==> src/rtl/dmem_arbiter.sv <==
// dmem_arbiter: shares one single-port data memory between the CPU load/store
// port (master 0) and a loader/debug port (master 1). Grants at most one
// transaction per cycle with round-robin fairness, supports a lock for atomic
// read-modify-write sequences, and returns registered load data one cycle later.
module dmem_arbiter #(
    parameter int ADDR_W = 32,
    parameter int DATA_W = 32
) (
    input  logic              clk,
    input  logic              rst_n,

    input  logic              m0_req,
    input  logic              m0_we,
    input  logic              m0_lock,
    input  logic [ADDR_W-1:0] m0_addr,
    input  logic [DATA_W-1:0] m0_wdata,
    output logic              m0_gnt,
    output logic              m0_rvalid,
    output logic [DATA_W-1:0] m0_rdata,

    input  logic              m1_req,
    input  logic              m1_we,
    input  logic              m1_lock,
    input  logic [ADDR_W-1:0] m1_addr,
    input  logic [DATA_W-1:0] m1_wdata,
    output logic              m1_gnt,
    output logic              m1_rvalid,
    output logic [DATA_W-1:0] m1_rdata,

    output logic              mem_w_en,
    output logic [ADDR_W-1:0] mem_address,
    output logic [DATA_W-1:0] mem_wdata,
    input  logic [DATA_W-1:0] mem_rdata
);

    typedef enum logic [1:0] {
        IDLE = 2'd0,
        OWN0 = 2'd1,
        OWN1 = 2'd2
    } state_t;

    state_t            state_reg;
    logic              last_reg;      // most recently granted master
    logic [DATA_W-1:0] rdata_reg;     // shared load-data register
    logic [1:0]        rvalid_reg;    // per-master load-data valid pulse

    // Per-master views of the request side, indexed by master number
    logic [1:0] req_vec;
    logic [1:0] we_vec;
    logic [1:0] lock_vec;
    logic [1:0] gnt_vec;
    logic [1:0] load_acc;             // accepted load per master

    assign req_vec  = {m1_req,  m0_req};
    assign we_vec   = {m1_we,   m0_we};
    assign lock_vec = {m1_lock, m0_lock};

    // Combinational grant: owner only while locked, otherwise round-robin on contention
    always_comb begin
        gnt_vec = 2'b00;
        if (rst_n) begin
            case (state_reg)
                IDLE: begin
                    if (req_vec == 2'b11) begin
                        // Both asking: the master that was not served last wins
                        if (last_reg) begin
                            gnt_vec = 2'b01;
                        end else begin
                            gnt_vec = 2'b10;
                        end
                    end else begin
                        gnt_vec = req_vec;
                    end
                end
                OWN0:    gnt_vec = {1'b0, req_vec[0]};
                OWN1:    gnt_vec = {req_vec[1], 1'b0};
                default: gnt_vec = 2'b00;
            endcase
        end
    end

    genvar gi;
    generate
        for (gi = 0; gi < 2; gi++) begin : g_master
            assign load_acc[gi] = gnt_vec[gi] & ~we_vec[gi];
        end
    endgenerate

    assign m0_gnt = gnt_vec[0];
    assign m1_gnt = gnt_vec[1];

    // Memory side follows the granted master, defaulting to master 0 when idle
    assign mem_address = gnt_vec[1] ? m1_addr  : m0_addr;
    assign mem_wdata   = gnt_vec[1] ? m1_wdata : m0_wdata;
    assign mem_w_en    = |(gnt_vec & we_vec);

    // Read-return outputs are held at their reset values while reset is asserted,
    // so a load accepted just before reset never shows a pulse or stale data.
    assign m0_rvalid = rvalid_reg[0] & rst_n;
    assign m1_rvalid = rvalid_reg[1] & rst_n;
    assign m0_rdata  = rst_n ? rdata_reg : '0;
    assign m1_rdata  = rst_n ? rdata_reg : '0;

    // Ownership FSM, round-robin pointer and load-return registers
    always_ff @(posedge clk) begin
        if (!rst_n) begin
            state_reg  <= IDLE;
            last_reg   <= 1'b1;
            rdata_reg  <= '0;
            rvalid_reg <= 2'b00;
        end else begin
            rvalid_reg <= load_acc;
            if (|load_acc) begin
                rdata_reg <= mem_rdata;
            end

            if (gnt_vec[0]) begin
                last_reg  <= 1'b0;
                state_reg <= m0_lock ? OWN0 : IDLE;
            end else if (gnt_vec[1]) begin
                last_reg  <= 1'b1;
                state_reg <= m1_lock ? OWN1 : IDLE;
            end else begin
                // No transaction: an idle owner releases only when it also drops lock
                case (state_reg)
                    OWN0: if (!req_vec[0] && !lock_vec[0]) state_reg <= IDLE;
                    OWN1: if (!req_vec[1] && !lock_vec[1]) state_reg <= IDLE;
                    IDLE: state_reg <= IDLE;
                    default: state_reg <= IDLE;
                endcase
            end
        end
    end

endmodule

==> config.mk <==
export PLATFORM = sky130hd
export DESIGN_NAME = dmem_arbiter
export DESIGN_NICKNAME = d
export VERILOG_FILES = /design/src/rtl/dmem_arbiter.sv
export SDC_FILE = /design/constraint.sdc
export NUM_CORES = 1
export LEC_CHECK = 0
export ABC_AREA = 1
export BUFFER_PORTS_ARGS = -buffer_cell sky130_fd_sc_hd__buf_2
export CORE_AREA = 2 2 118 120
export DETAILED_ROUTE_END_ITERATION = 12
export DIE_AREA = 0 0 120 122
export SLEW_MARGIN = 40
export SYNTH_ARGS = -nofsm -noshare
export SYNTH_HDL_FRONTEND = slang
export SYNTH_SLANG_ARGS = --single-unit
==> constraint.sdc <==
create_clock -name clk -period 3.5 [get_ports clk]
set_clock_uncertainty 0.15 [all_clocks]
set_input_delay 0.7 -clock clk [delete_from_list [all_inputs] [get_ports clk]]
set_output_delay 0.7 -clock clk [all_outputs]
set_load 0.1 [all_outputs]
# ---- After elaboration in Yosys (flattened, before gate mapping)
# Cells that the tools add are included.
dict set report word_totals {
  input_bits 168
  wordCells 43
  output_inout_bits 133
  ff_bits 37
}
dict set report op_classes {
  mux 16
  n_eq_ne 5
  n_reduce_logical 11
  bitwise_logic 7
}
# cell count
set op_table {}
lappend op_table {{$mux 32} 3}
lappend op_table {{$mux 2} 8}
lappend op_table {{$ne 4x4->1 const B} 2}
lappend op_table {{$pmux 2 s3} 1}
lappend op_table {{$and 1x1->1} 4}
lappend op_table {{$eq 2x2->1 const B} 2}
lappend op_table {{$logic_not 1->1} 4}
lappend op_table {{$pmux 2 s2} 1}
lappend op_table {{$reduce_or 2->1} 2}
lappend op_table {{$mux 1} 3}
lappend op_table {{$and 2x2->2} 1}
lappend op_table {{$eq 2x1->1 const B} 1}
lappend op_table {{$logic_and 1x1->1} 2}
lappend op_table {{$logic_not 2->1} 1}
lappend op_table {{$not 1->1} 2}
lappend op_table {{$reduce_and 2->1} 1}
lappend op_table {{$reduce_bool 2->1} 1}

# ---- Depth between registers and ports, before layout
dict set report logic_depth {
  word_depth 6
  depth_mapped 9
  ltp_nobuf 7
}

# ---- Worst setup path after synthesis
# No wires, ideal clock.
dict set report synth_path {
  path_kind {input -> output}
  startpoint {input rst_n}
  endpoint {output mem_w_en}
  t_arrival_ps 2686
  stages 6
  required_time_ps 2650
  path_buffers 2
  slack_ps -36
  path_cell_list {buf_4 -> inv_2 -> nor2_2 -> nand2_1 -> buf_4 -> o22ai_1}
}
dict set report synth_via {
  elab_chain_cells 3
}
# item line
set synth_rtl {}
lappend synth_rtl {{start, declared} 10} ;# input logic rst_n,
lappend synth_rtl {{$mux 2} 61} ;# if (rst_n) begin
lappend synth_rtl {{$and 2x2->2} 95} ;# assign mem_w_en = |(gnt_vec & we_vec);
lappend synth_rtl {{$reduce_or 2->1} 95}
lappend synth_rtl {{end, declared} 30} ;# output logic mem_w_en,
# No other way between the ends.

# ---- Worst setup path after layout
dict set report layout_path {
  startpoint {input m0_req}
  endpoint {output mem_wdata[27]}
}
dict set report layout_via {
  elab_chain_cells 5
}
# item line
set layout_rtl {}
lappend layout_rtl {{start, declared} 12} ;# input logic m0_req,
lappend layout_rtl {{$eq 2x2->1} 64} ;# if (req_vec == 2'b11) begin
lappend layout_rtl {{$mux 2} 64}
lappend layout_rtl {{$pmux 2 s3} 62} ;# case (state_reg)
lappend layout_rtl {{$mux 2} 61}
lappend layout_rtl {{$mux 32} 94} ;# assign mem_wdata = gnt_vec[1] ? m1_wdata : m0_wdata;
lappend layout_rtl {{end, declared} 32} ;# output logic [DATA_W-1:0] mem_wdata,
# No other way between the ends.

==> metrics.txt <==
Initial Util 0.223; Hold Startpoint last_reg; htree depth 2; via count 3,936; Leak 3.47 nW; gr usage total 0.158; die area between 0.01 and 0.015 mm^2; slew margin rel. 0.558; Final GP Congestion 0.780; cells after synthesis 557; # clock sinks 37; DIE WIDTH 120 um; Setup TNS 0 ps; min Tclk post-route between 3000 and 4000 ps; Vias per Instance 4.01; GR Overflow Total 0; Worst Max-Slew Pin Slew 663 ps; # rows 43; Final Hold Vio Count 0; status finished clean; Final Cycle Share 0.903; # nets final 971; setup repair bufs after CTS 0; Skew-Pair Late Insertion Delay 270 ps; Seq/Total Area, Yosys 0.246; syn nets ~730; area delta synth->final 83.2%; DRT iter0 DRCs 165; reg-to-reg startpoint state_reg[1]; pin count of the biggest net entering global routing 70; Cell Area, Placed 0.00538 mm^2; Setup violations, final 0; Chip Height 122 um; most common cell after layout, fill and taps aside nand2_1; Slew Viols, Final 0; max-cap viol count 0; final WL 12.4 mm; CP required 2650 ps; Synth Register Bits 37; share of cells above drive strength 1 0.398; antenna violations before repair 3; Synth Warn # 0; number of global-route vias before repair 3,448; CTS buffer count 5; RSZ-0062 raised after global routing no; WL/cell 12.6 um; clock slew at reported path FFs 50 ps; TritonCTS clock tree yes; fin area between 0.005 and 0.006 mm^2; DRC viols 0; cell taking the most area after synthesis nand2_1; crit path DAT 2310 ps; CTS max path bufs 2; upper clock frequency limit about 0.32 GHz; Post-Syn Area 0.00301 mm^2; Hold-fix buffers, CTS 0; CP Max Fanout 67; core area around 0.014 mm^2; max FFs per register 32; first-pass GRT wire length 18.1 mm; ant diodes 0; count of cell types in the netlist 17; CP Launch Type primary input; Avg Synthesized Cell Area 5.40 um^2; most frequent cells in the layout nand2_1 (261), buf_2 (233), inv_1 (75); I/O Pins 301; Cell Pwr Density approximately 430 mW/mm^2; Synth top area share 0.327; VDD IR max about 0.00016 V; Critical Path Start m0_req; Crit Path Class primary input to output pin; Initial DRT Pass Iterations 5; port bufs 300; Root Buffer clkbuf_16; post-cts repair resize count 0; synth top area cells nand2_1 (33%), dfxtp_1 (25%), buf_4 (9.5%), inv_1 (9.4%), nand3_1 (6.3%); Critical Path End Type output pin; Min-Delay Path Class flip-flop to flip-flop; HPWL Detailed 10.3 mm; Routed Antenna Nets 0
layer usage:
| metal | vias to the layer above | wire length, um | track usage |
|---|---|---|---|
| li1 | 2101 | - | - |
| met1 | 1634 | 4910 | 0.180 |
| met2 | 179 | 6220 | 0.290 |
| met3 | 18 | 992 | 0.0454 |
| met4 | 4 | 199 | 0.0404 |
| met5 | - | 33 | 0 |
synth_stat cells:
library cell  instances
nand2_1             262
inv_1                75
buf_4                38
nand3_1              38
dfxtp_1              37
nor2_1               35
a21oi_1              34
buf_2                12
clkbuf_1              8
buf_6                 7
buf_1                 3
inv_2                 2
nor3_1                2
a31oi_1               1
nand4_1               1
nor2_2                1
o22ai_1               1
worst paths after layout:
| kind | endpoint | slack, ps | cells after the start |
|---|---|---|---|
| min | last_reg | 350 | 2 |
| max | mem_wdata[27] | 340 | 7 |
| min reg2reg | last_reg | 350 | 2 |
| max reg2reg | rdata_reg[12] | 1770 | 7 |
logic make-up after synthesis:
family | count (synthesis) | synth area share
AND/OR/NAND/NOR | 339 | 0.442
AO/OA/AOI/OAI | 36 | 0.0608
flip-flops | 37 | 0.246
buffers and inverters | 145 | 0.251
report_power, final:
part / switching, W / internal, W / total, W / leakage, nW
Clock: 0.000155 / 0.000254 / 0.000409 / 0.0655
Combinational: 0.00106 / 0.000434 / 0.00149 / 3.10
Sequential: 0.0000155 / 0.000455 / 0.000471 / 0.304
through the flow:
step	setup slack [ps]	instances	power, W	util	hold WS (ps)
final	338	982	0.00237	0.408	348
after global routing	195	982	0.00248	0.408	398
after CTS	333	982	0.00240	0.408	343
after detailed placement	342	976	0.00198	0.398	336
after global placement	305	976	0.00198	0.398	338
after floorplan	265	557	0.00149	-	310
worst max-delay path: stages:
cell and delay, ps:
buf_2 110, nand3_1 140, nand2_2 120, buf_4 520, nand2_1 260, nand2_1 220
buf_12 200
layout make-up:
| type | count | area [um^2] |
|---|---|---|
| clock buffer | 5 | 125 |
| sequential | 37 | 741 |
| multi-input combinational | 375 | 1520 |
| inverter | 77 | 289 |
| tap | 180 | 225 |
| clock inverter | 1 | 5.00 |
| fill | 1479 | 8000 |
| timing repair buffer | 307 | 2600 |
Power figures use the tool's default switching activity.
